$ cat src/rtl/sk6805_pkg.sv
// Shared types and constants for the SK6805 colour controller: FSM states,
// class-to-colour lookup and LED2 status colours.
package sk6805_pkg;

  typedef enum logic [1:0] {
    IDLE   = 2'd0,
    FADE   = 2'd1,
    HOLD   = 2'd2,
    RETURN = 2'd3
  } state_t;

  localparam logic [23:0] STATUS_OFF  = 24'h00_00_00;
  localparam logic [23:0] STATUS_BUSY = 24'h00_00_10;
  localparam logic [23:0] STATUS_HOLD = 24'h00_10_00;

  function automatic logic [23:0] class_rgb(input logic [2:0] cls);
    logic [23:0] rgb_s;
    case (cls)
      3'd0:    rgb_s = 24'h00_00_00;
      3'd1:    rgb_s = 24'hFF_00_00;
      3'd2:    rgb_s = 24'h00_FF_00;
      3'd3:    rgb_s = 24'h00_00_FF;
      3'd4:    rgb_s = 24'hFF_FF_00;
      3'd5:    rgb_s = 24'h00_FF_FF;
      3'd6:    rgb_s = 24'hFF_00_FF;
      3'd7:    rgb_s = 24'h40_40_40;
      default: rgb_s = 24'h00_00_00;
    endcase
    return rgb_s;
  endfunction

endpackage

$ cat src/rtl/sk6805_fade_chan.sv
// One 8-bit colour channel that moves toward its target by at most STEP per
// tick, landing exactly on the target without overshoot or wrap.
module sk6805_fade_chan #(
  parameter int unsigned STEP = 4
) (
  input  logic       clk_10MHz,
  input  logic       Rst,
  input  logic       tick,
  input  logic [7:0] target,
  output logic [7:0] current,
  output logic       at_target
);

  localparam logic [8:0] STEP_9 = 9'(STEP);
  localparam logic [7:0] STEP_8 = 8'(STEP);

  logic [7:0] cur_r;
  logic [7:0] cur_nxt_s;
  logic [8:0] diff_s;
  logic [8:0] mag_s;

  // Next channel value: snap to target when within one step, else move one step.
  always_comb begin
    diff_s = {1'b0, target} - {1'b0, cur_r};
    mag_s  = diff_s[8] ? (9'd0 - diff_s) : diff_s;
    if (mag_s <= STEP_9) begin
      cur_nxt_s = target;
    end else if (diff_s[8]) begin
      cur_nxt_s = cur_r - STEP_8;
    end else begin
      cur_nxt_s = cur_r + STEP_8;
    end
  end

  // Channel register, advanced only on fade ticks.
  always_ff @(posedge clk_10MHz or negedge Rst) begin
    if (!Rst) begin
      cur_r <= 8'd0;
    end else if (tick) begin
      cur_r <= cur_nxt_s;
    end else begin
      cur_r <= cur_r;
    end
  end

  assign current   = cur_r;
  assign at_target = (cur_r == target);

endmodule

$ cat src/rtl/sk6805_color_ctrl.sv
// SK6805 colour source: fades LED1 to a per-class colour, holds, fades back;
// LED2 shows status. Define SK6805_BLINK_EN to blink LED1 while holding.
module sk6805_color_ctrl
  import sk6805_pkg::*;
#(
  parameter int unsigned TICK_DIV   = 10000,
  parameter int unsigned STEP       = 4,
  parameter int unsigned HOLD_TICKS = 2000,
  parameter int unsigned BLINK_HALF = 250
) (
  input  logic       clk_10MHz,
  input  logic       Rst,
  input  logic [2:0] Class_In,
  input  logic       Class_Valid,
  output logic [7:0] R_Out1,
  output logic [7:0] G_Out1,
  output logic [7:0] B_Out1,
  output logic [7:0] R_Out2,
  output logic [7:0] G_Out2,
  output logic [7:0] B_Out2,
  output logic       Busy
);

  localparam int unsigned PRESC_W = $clog2(TICK_DIV);
  // Hold and blink counters share one width so either can be the longer phase.
  localparam int unsigned CNT_MAX = (HOLD_TICKS > BLINK_HALF) ? HOLD_TICKS : BLINK_HALF;
  localparam int unsigned CNT_W   = $clog2(CNT_MAX + 1);
  localparam logic [PRESC_W-1:0] PRESC_LAST = PRESC_W'(TICK_DIV - 1);
  localparam logic [CNT_W-1:0]   HOLD_LAST  = CNT_W'(HOLD_TICKS - 1);

  state_t               state_r, state_nxt_s;
  logic [PRESC_W-1:0]   presc_r;
  logic [CNT_W-1:0]     hold_cnt_r;
  logic [23:0]          target_r, target_nxt_s;
  logic [23:0]          status_r, status_nxt_s;
  logic                 busy_r;
  logic                 tick_s, all_at_s, hold_done_s, led1_off_s;
  logic [7:0]           cur_r_s, cur_g_s, cur_b_s;
  logic                 at_r_s, at_g_s, at_b_s;

  assign tick_s      = (presc_r == PRESC_LAST);
  assign all_at_s    = at_r_s & at_g_s & at_b_s;
  assign hold_done_s = (state_r == HOLD) && tick_s && (hold_cnt_r == HOLD_LAST);

  // Free-running tick prescaler; never resynchronised to the class strobe.
  always_ff @(posedge clk_10MHz or negedge Rst) begin
    if (!Rst) begin
      presc_r <= '0;
    end else if (tick_s) begin
      presc_r <= '0;
    end else begin
      presc_r <= presc_r + PRESC_W'(1'b1);
    end
  end

  // Hold tick counter, held at zero outside HOLD.
  always_ff @(posedge clk_10MHz or negedge Rst) begin
    if (!Rst) begin
      hold_cnt_r <= '0;
    end else if (state_r != HOLD) begin
      hold_cnt_r <= '0;
    end else if (tick_s) begin
      hold_cnt_r <= hold_cnt_r + CNT_W'(1'b1);
    end else begin
      hold_cnt_r <= hold_cnt_r;
    end
  end

  // Next state and target; a class strobe overrides hold expiry and return-done.
  always_comb begin
    state_nxt_s  = state_r;
    target_nxt_s = target_r;
    if (Class_Valid) begin
      target_nxt_s = class_rgb(Class_In);
      if (Class_In != 3'd0) begin
        state_nxt_s = FADE;
      end else if (state_r == IDLE) begin
        state_nxt_s = IDLE;
      end else begin
        state_nxt_s = RETURN;
      end
    end else begin
      case (state_r)
        IDLE:   state_nxt_s = IDLE;
        FADE:   state_nxt_s = all_at_s ? HOLD : FADE;
        HOLD: begin
          if (hold_done_s) begin
            state_nxt_s  = RETURN;
            target_nxt_s = 24'h00_00_00;
          end else begin
            state_nxt_s  = HOLD;
          end
        end
        RETURN: state_nxt_s = all_at_s ? IDLE : RETURN;
        default: begin
          state_nxt_s  = IDLE;
          target_nxt_s = 24'h00_00_00;
        end
      endcase
    end
  end

  // Status colour for the state being entered.
  always_comb begin
    case (state_nxt_s)
      IDLE:        status_nxt_s = STATUS_OFF;
      FADE, RETURN: status_nxt_s = STATUS_BUSY;
      HOLD:        status_nxt_s = STATUS_HOLD;
      default:     status_nxt_s = STATUS_OFF;
    endcase
  end

  // State, target and the state-derived outputs update together.
  always_ff @(posedge clk_10MHz or negedge Rst) begin
    if (!Rst) begin
      state_r  <= IDLE;
      target_r <= 24'h00_00_00;
      status_r <= STATUS_OFF;
      busy_r   <= 1'b0;
    end else begin
      state_r  <= state_nxt_s;
      target_r <= target_nxt_s;
      status_r <= status_nxt_s;
      busy_r   <= (state_nxt_s != IDLE);
    end
  end

  sk6805_fade_chan #(.STEP(STEP)) u_chan_r (
    .clk_10MHz (clk_10MHz),
    .Rst       (Rst),
    .tick      (tick_s),
    .target    (target_r[23:16]),
    .current   (cur_r_s),
    .at_target (at_r_s)
  );

  sk6805_fade_chan #(.STEP(STEP)) u_chan_g (
    .clk_10MHz (clk_10MHz),
    .Rst       (Rst),
    .tick      (tick_s),
    .target    (target_r[15:8]),
    .current   (cur_g_s),
    .at_target (at_g_s)
  );

  sk6805_fade_chan #(.STEP(STEP)) u_chan_b (
    .clk_10MHz (clk_10MHz),
    .Rst       (Rst),
    .tick      (tick_s),
    .target    (target_r[7:0]),
    .current   (cur_b_s),
    .at_target (at_b_s)
  );

`ifdef SK6805_BLINK_EN
  localparam logic [CNT_W-1:0] BLINK_LAST = CNT_W'(BLINK_HALF - 1);

  logic [CNT_W-1:0] blink_cnt_r;
  logic             blink_ph_r;

  // Blink phase counter; restarts in the "on" phase each time HOLD is entered.
  always_ff @(posedge clk_10MHz or negedge Rst) begin
    if (!Rst) begin
      blink_cnt_r <= '0;
      blink_ph_r  <= 1'b0;
    end else if (state_r != HOLD) begin
      blink_cnt_r <= '0;
      blink_ph_r  <= 1'b0;
    end else if (tick_s && (blink_cnt_r == BLINK_LAST)) begin
      blink_cnt_r <= '0;
      blink_ph_r  <= ~blink_ph_r;
    end else if (tick_s) begin
      blink_cnt_r <= blink_cnt_r + CNT_W'(1'b1);
      blink_ph_r  <= blink_ph_r;
    end else begin
      blink_cnt_r <= blink_cnt_r;
      blink_ph_r  <= blink_ph_r;
    end
  end

  assign led1_off_s = (state_r == HOLD) && blink_ph_r;
`else
  assign led1_off_s = 1'b0;
`endif

  assign R_Out1 = led1_off_s ? 8'd0 : cur_r_s;
  assign G_Out1 = led1_off_s ? 8'd0 : cur_g_s;
  assign B_Out1 = led1_off_s ? 8'd0 : cur_b_s;
  assign {R_Out2, G_Out2, B_Out2} = status_r;
  assign Busy = busy_r;

endmodule
$ cat config.mk
export PLATFORM = sky130hd
export DESIGN_NAME = sk6805_color_ctrl
export DESIGN_NICKNAME = d
export VERILOG_FILES = /design/src/rtl/sk6805_pkg.sv /design/src/rtl/sk6805_fade_chan.sv /design/src/rtl/sk6805_color_ctrl.sv
export SDC_FILE = /design/constraint.sdc
export NUM_CORES = 1
export LEC_CHECK = 0
export ABC_CLOCK_PERIOD_IN_PS = 3300
export CAP_MARGIN = 20
export CORE_UTILIZATION = 53
export CTS_BUF_LIST = sky130_fd_sc_hd__clkbuf_8
export CTS_CLUSTER_DIAMETER = 50
export DETAILED_ROUTE_END_ITERATION = 12
export MAX_ROUTING_LAYER = met4
export PLACE_DENSITY = 0.8
export SLEW_MARGIN = 20
export SYNTH_ARGS = -nofsm -noshare
export SYNTH_HDL_FRONTEND = slang
export SYNTH_SLANG_ARGS = --single-unit
$ cat constraint.sdc
create_clock -name clk_10MHz -period 3.3 [get_ports clk_10MHz]
set_input_delay 0.33 -clock clk_10MHz [delete_from_list [all_inputs] [get_ports clk_10MHz]]
set_output_delay 0.33 -clock clk_10MHz [all_outputs]
set_load 0.01 [all_outputs]
# After elaboration in Yosys (flattened, before gate mapping)
# Memory sizes are Yosys's and may differ from the RTL's.
# Index checks and enable logic that the tools add are counted.
[totals]
ff_bits = 100
mem_bits_ro = 192
inputBits = 6
out_inout_bits = 49
word_cells = 75
mem_count = 1
[classes]
addsub = 14
n_lt_le_gt_ge = 3
eq_ne = 12
n_mux = 23
bitwise = 2
n_reduce_logical = 11
[memory_table]
columns = ["name", "depth", "width", "rd", "rd_ports_with_merged_regs", "wr", "line_no", "source"]
rows = [
  ["(name not given)", 8, 24, 1, 0, 0, "sk6805_pkg.sv:18", "case (cls)"],
]
[ops]
columns = ["operator", "n"]
rows = [
  ["24-bit 2-to-1 mux", 3],
  ["24-bit one-hot mux with 3 select lines", 1],
  ["8-bit 2-to-1 mux", 6],
  ["9-bit by 3-bit <= comparator with 1-bit output (second input constant)", 3],
  ["9-bit 2-to-1 mux", 3],
  ["1-bit by 9-bit subtractor with 9-bit output (first input constant)", 3],
  ["8-bit by 8-bit subtractor with 9-bit output", 3],
  ["8-bit by 3-bit adder with 8-bit output (second input constant)", 3],
  ["8-bit equality test", 3],
  ["8-bit by 3-bit subtractor with 8-bit output (second input constant)", 3],
  ["11-bit 2-to-1 mux", 2],
  ["14-bit by 1-bit adder with 14-bit output (second input constant)", 1],
  ["14-bit equality test (second input constant)", 1],
  ["14-bit 2-to-1 mux", 1],
  ["11-bit by 1-bit adder with 11-bit output (second input constant)", 1],
  ["11-bit equality test (second input constant)", 1],
  ["2-bit 2-to-1 mux", 5],
  ["2-bit equality test (second input constant)", 4],
  ["2-bit one-hot mux with 4 select lines", 1],
  ["2-bit nonzero test", 4],
  ["2-bit by 1-bit equality test with 1-bit output (second input constant)", 2],
  ["2-bit zero test", 2],
  ["3-bit nonzero test", 1],
  ["1-bit AND", 2],
  ["other kinds (5)", 6],
]

# Longest topological paths before layout
[logic_depth]
ltp_word = 9
depth_mapped = 16
depth_no_buf = 15

# Cells and area by module
# A second synthesis with hierarchy kept.
[hier_totals]
cells_unflattened = 641
hier_area_um2 = 5691.7
[by_module_without_submodules]
columns = ["mod", "n_inst", "cells_each", "area_per_inst_um2", "seq_area_each_um2"]
rows = [
  ["sk6805_color_ctrl", 1, 207, 2005.7, 875.8],
  ["sk6805_fade_chan (u_chan_r)", 1, 154, 1328.8, 200.2],
  ["sk6805_fade_chan (u_chan_b)", 1, 145, 1188.6, 200.2],
  ["sk6805_fade_chan (u_chan_g)", 1, 135, 1168.6, 200.2],
]

# Worst setup path before layout
# No wires, ideal clock.
[synth_path]
path_type = "register -> register"
from = "register u_chan_g.cur_r[2], in the netlist u_chan_g.current[2]"
to = "register u_chan_g.cur_r[7], in the netlist u_chan_g.current[7]"
setup_ns = 0.094
arrival_time_ns = 3.186
t_required_ns = 3.206
setup_slack_ns = 0.019
stages_incl_launch_ff = 16
n_path_buf = 0
synth_period_minus_slack_ns = 3.281
path_cell_list = "dfrtp_1 -> inv_1 -> ha_1 -> nor2b_1 -> o211a_1 -> or3_4 -> clkinv_4 -> ha_1 -> a21o_1 -> a21oi_1 -> o21bai_1 -> a21oi_1 -> xnor2_1 -> and3_1 -> o22a_1 -> a211oi_1"
[synth_via]
elab_chain_cells = 5
elab_cells_between_ends = 8
cone_classes = "4 x add/sub; 1 x order compare; 3 x mux"
[synth_rtl]
columns = ["element", "line_no", "source"]
rows = [
  ["start, declared", "sk6805_fade_chan.sv:17", "logic [7:0] cur_r;"],
  ["start signal, assigned", "sk6805_fade_chan.sv:40", "cur_r <= cur_nxt_s;"],
  ["start signal, assigned", "sk6805_fade_chan.sv:42", "cur_r <= cur_r;"],
  ["8-bit by 8-bit subtractor with 9-bit output", "sk6805_fade_chan.sv:24", "diff_s = {1'b0, target} - {1'b0, cur_r};"],
  ["1-bit by 9-bit subtractor with 9-bit output", "sk6805_fade_chan.sv:25", "mag_s = diff_s[8] ? (9'd0 - diff_s) : diff_s;"],
  ["9-bit 2-to-1 mux", "sk6805_fade_chan.sv:25", ""],
  ["9-bit by 3-bit <= comparator with 1-bit output", "sk6805_fade_chan.sv:26", "if (mag_s <= STEP_9) begin"],
  ["8-bit 2-to-1 mux (*)", "sk6805_fade_chan.sv:26", ""],
]
# Mark *: on every way between the ends. The rest lies on a longest branch, timed or not.
# A chain may end at the register's enable or synchronous reset.

# Final worst setup path
[layout_path]
from = "register u_chan_g.cur_r[3], in the netlist u_chan_g.current[3]"
to = "register u_chan_g.cur_r[7], in the netlist u_chan_g.current[7]"
# Same word-level chain as after synthesis.

==> results.md <==
- Crit path to: u_chan_g.current[7]
- Vias in the first global route: 4025
- Clock buffer depth: 2
- Synth area leaders: dfrtp_1 29%, ha_1 12%, xnor2_1 5.0%
- Post-synth top area share: 0.285
- Clk_lat worst skew: 320 ps
- Pre-CTS setup slack: -19.2 ps
- Switching part of the total: 0.363
- Predominant post-synthesis flop cell: dfrtp_1
- All-Layer GR Usage: 0.238
- Yosys warnings: 0
- Layout area overhead: 12.9%
- Width of the die: 98.3 um
- Placed Area: 0.00537 mm2
- Syn Inst Count: 551
- Starting density of the core: 0.555
- Worst Path Max Fanout: 5
- TNS Setup: 0 ps
- Slowest cell on the critical path: or3_4
- Clock buffer count from CTS: 5
- Share of layout cells above drive strength 1: 0.120
- Initial DRT Pass Iterations: 10
- Worst EP required: 3520 ps
- GPL Wtd Cong: 0.924
- Core Area: 0.00885 mm2
- Number of H-tree levels: 2
- Arrival time at the worst endpoint: 3400 ps
- Final Util: 0.627
- Worst hold path class: in2async
- Peak VDD IR: 0.211 mV
- Die area: 0.00966 mm2
- Clock share of power: 0.240
- Multi-input logic area: 0.00319 mm2
- Synth cell count leaders: 56 x dfrtp_1, 48 x ha_1, 44 x nor2_1, 42 x inv_1, 30 x a21oi_1
- Most common cell in the netlist: dfrtp_1
- Switching pwr: 0.000713 W
- DR iter-0 viols: 251
- Final clock skew: 18.9 ps
- Antenna-violating nets left: 0
- Lkg Pwr: 2.44 nW
- DP HPWL: 8440 um
- Critical Path Start: u_chan_g.current[3]
- Nets@finish: 656
- Critical path type: reg2reg
- Root buf cell: clkbuf_8
- R2R cell count: 15
- Final setup violation count: 0
- Max cap viols: 0
- CP endpoint kind: flip-flop
- Slew at the pin closest to its max-slew limit: 861 ps
- Cell variety after synth: 75
- DP Cell Count: 696
- Sequential cell area: 0.00141 mm2
- DR WL/cell: 15.5 um
- Register share of total power: 0.364
- Finished Cell Area: 0.00555 mm2
- FFs w/ async S/R, synth: 1.00
- Num ports: 55
- Register area share after synthesis: 0.285
- Logic pwr share: 0.396
- Initial antenna violation count: 0
- Max_slew headroom: 0.426
- Clk sinks: 56
- Fmax: 315 MHz
- Vias/cell: 5.90
- DRT Wirelength: 11000 um
- Slew Viols, Final: 0
- Critical-path cell list: inv_1 > ha_2 > or2_4 > o211a_1 > or3_4 > clkinv_4 > ha_1 > a21o_1 > a21oi_2 > o21bai_1 > a21oi_1 > xnor2_1 > and3_1 > o22a_1 > a211oi_1
- Violated checks: design-rule violations
- Final hold vios: 0
- Status: finished, violations left
- GR Overflow Total: 0
- Tmin final: 3170 ps
- Row count: 34
- Filler cell count: 727
- WP depth: 15
- I/O Buffers: 32
- Height of the die: 98.3 um
- Synth Register Bits: 56
- Final worst path period share: 0.961
- Syn avg cell area: 8.92 um2
- EDFF count, synth: 0
- PwrDens: 353 mW/mm2
- CP delay by family, top: compound AO/OA/AOI/OAI gates
- First-pass GRT wire length: 18300 um
- Largest area contributor in the netlist: dfrtp_1
- FF-to-FF End: u_chan_g.current[7]
- CTS tree: yes
- Post-Layout Cell Count: 708
- Slowest stage delay, CP: 410 ps
- Antenna diodes: 0
- Synthesized cell area: 0.00491 mm2
- Largest net degree at the start of global routing: 37
- R2R Setup Slk: 130 ps
- Setup ws final: 128 ps
- # DRC: 6
- CP Launch Type: flip-flop
- Vias: 4176
- Clock-pin transition on the worst setup and hold timing paths: 100 ps
- Internal power: 0.00125 W
- Crit path buf inv count: 2
- R2R Path Start: u_chan_g.current[3]
[flip-flops by register name (all words and copies together), names as in the netlist]
name and flops:
u_chan_b.current 7, u_chan_g.current 7, Busy 1, u_chan_r.current 7, target_r 6, state_r 1, presc_r 14, status_r 2
hold_cnt_r 11
[power by group through the flow]
stage	clock network (W)	logic [W]	registers (W)
2_1_floorplan	0	0.000592	0.000720
3_3_place_gp	0	0.000725	0.000725
3_5_place_dp	0	0.000754	0.000726
4_1_cts	0.000482	0.000759	0.000712
5_1_grt	0.000510	0.000855	0.000716
6_report	0.000470	0.000777	0.000714
[through the flow]
| step | power (W) | hold slack, ps |
|---|---|---|
| final | 0.00196 | 114 |
| after global routing | 0.00208 | 171 |
| after CTS | 0.00195 | 135 |
| after detailed placement | 0.00148 | 444 |
| after global placement | 0.00145 | 441 |
| after floorplan | 0.00131 | 34.4 |
[layer usage]
layer / routed length (um) / global-route usage
met4: 96 / 0.0459
met2: 5560 / 0.422
met5: 0 / -
met1: 4970 / 0.294
met3: 374 / 0.0258
[what timing repair did]
item	4_1_cts	5_1_grt
resized for setup	1	12
buffers inserted	0	4
hold buffers	0	0
pin swaps	0	5
setup endpoints to repair	1	3
[cells in the final DEF (no fill, tap or decap), types with 22 or more instances in the layout]
| master | Yosys | layout |
|---|---|---|
| dfrtp_1 | 56 | 53 |
| nor2_1 | 44 | 44 |
| ha_1 | 48 | 44 |
| inv_1 | 42 | 42 |
| clkdlybuf4s50_1 | 0 | 31 |
| buf_4 | 26 | 30 |
| a21oi_1 | 30 | 28 |
| xnor2_1 | 28 | 28 |
| nand2_1 | 25 | 25 |
| conb_1 | 1 | 22 |
[layout make-up]
class,instances,share of cell area
Clock buffer,5,0.0124
Clock inverter,3,0.00834
Inverter,43,0.0300
Multi-Input combinational cell,431,0.574
Sequential cell,56,0.253
Tap cell,108,0.0244
Timing Repair Buffer,62,0.0974
[kinds of logic after synthesis]
group	count (synthesis)	synth area share
AO/OA/AOI/OAI	138	0.206
other	1	0.000763
multiplexers	9	0.0191
flip-flops	56	0.285
adder cells (fa/ha/maj)	51	0.134
XOR/XNOR	43	0.0766
AND/OR/NAND/NOR	168	0.190
buffers and inverters	85	0.0886
[worst min path at each step]
stage | startpoint | to | slack (ps) | cells after the start
finish | Rst | status_r[4] | 110 | 1
global route | Rst | presc_r[5] | 170 | 1
CTS | Rst | presc_r[7] | 140 | 1
detailed placement | presc_r[0] | presc_r[0] | 440 | 1
global placement | presc_r[0] | presc_r[0] | 440 | 1
floorplan | Rst | Busy | 30 | 0
Power figures use the tool's default switching activity.
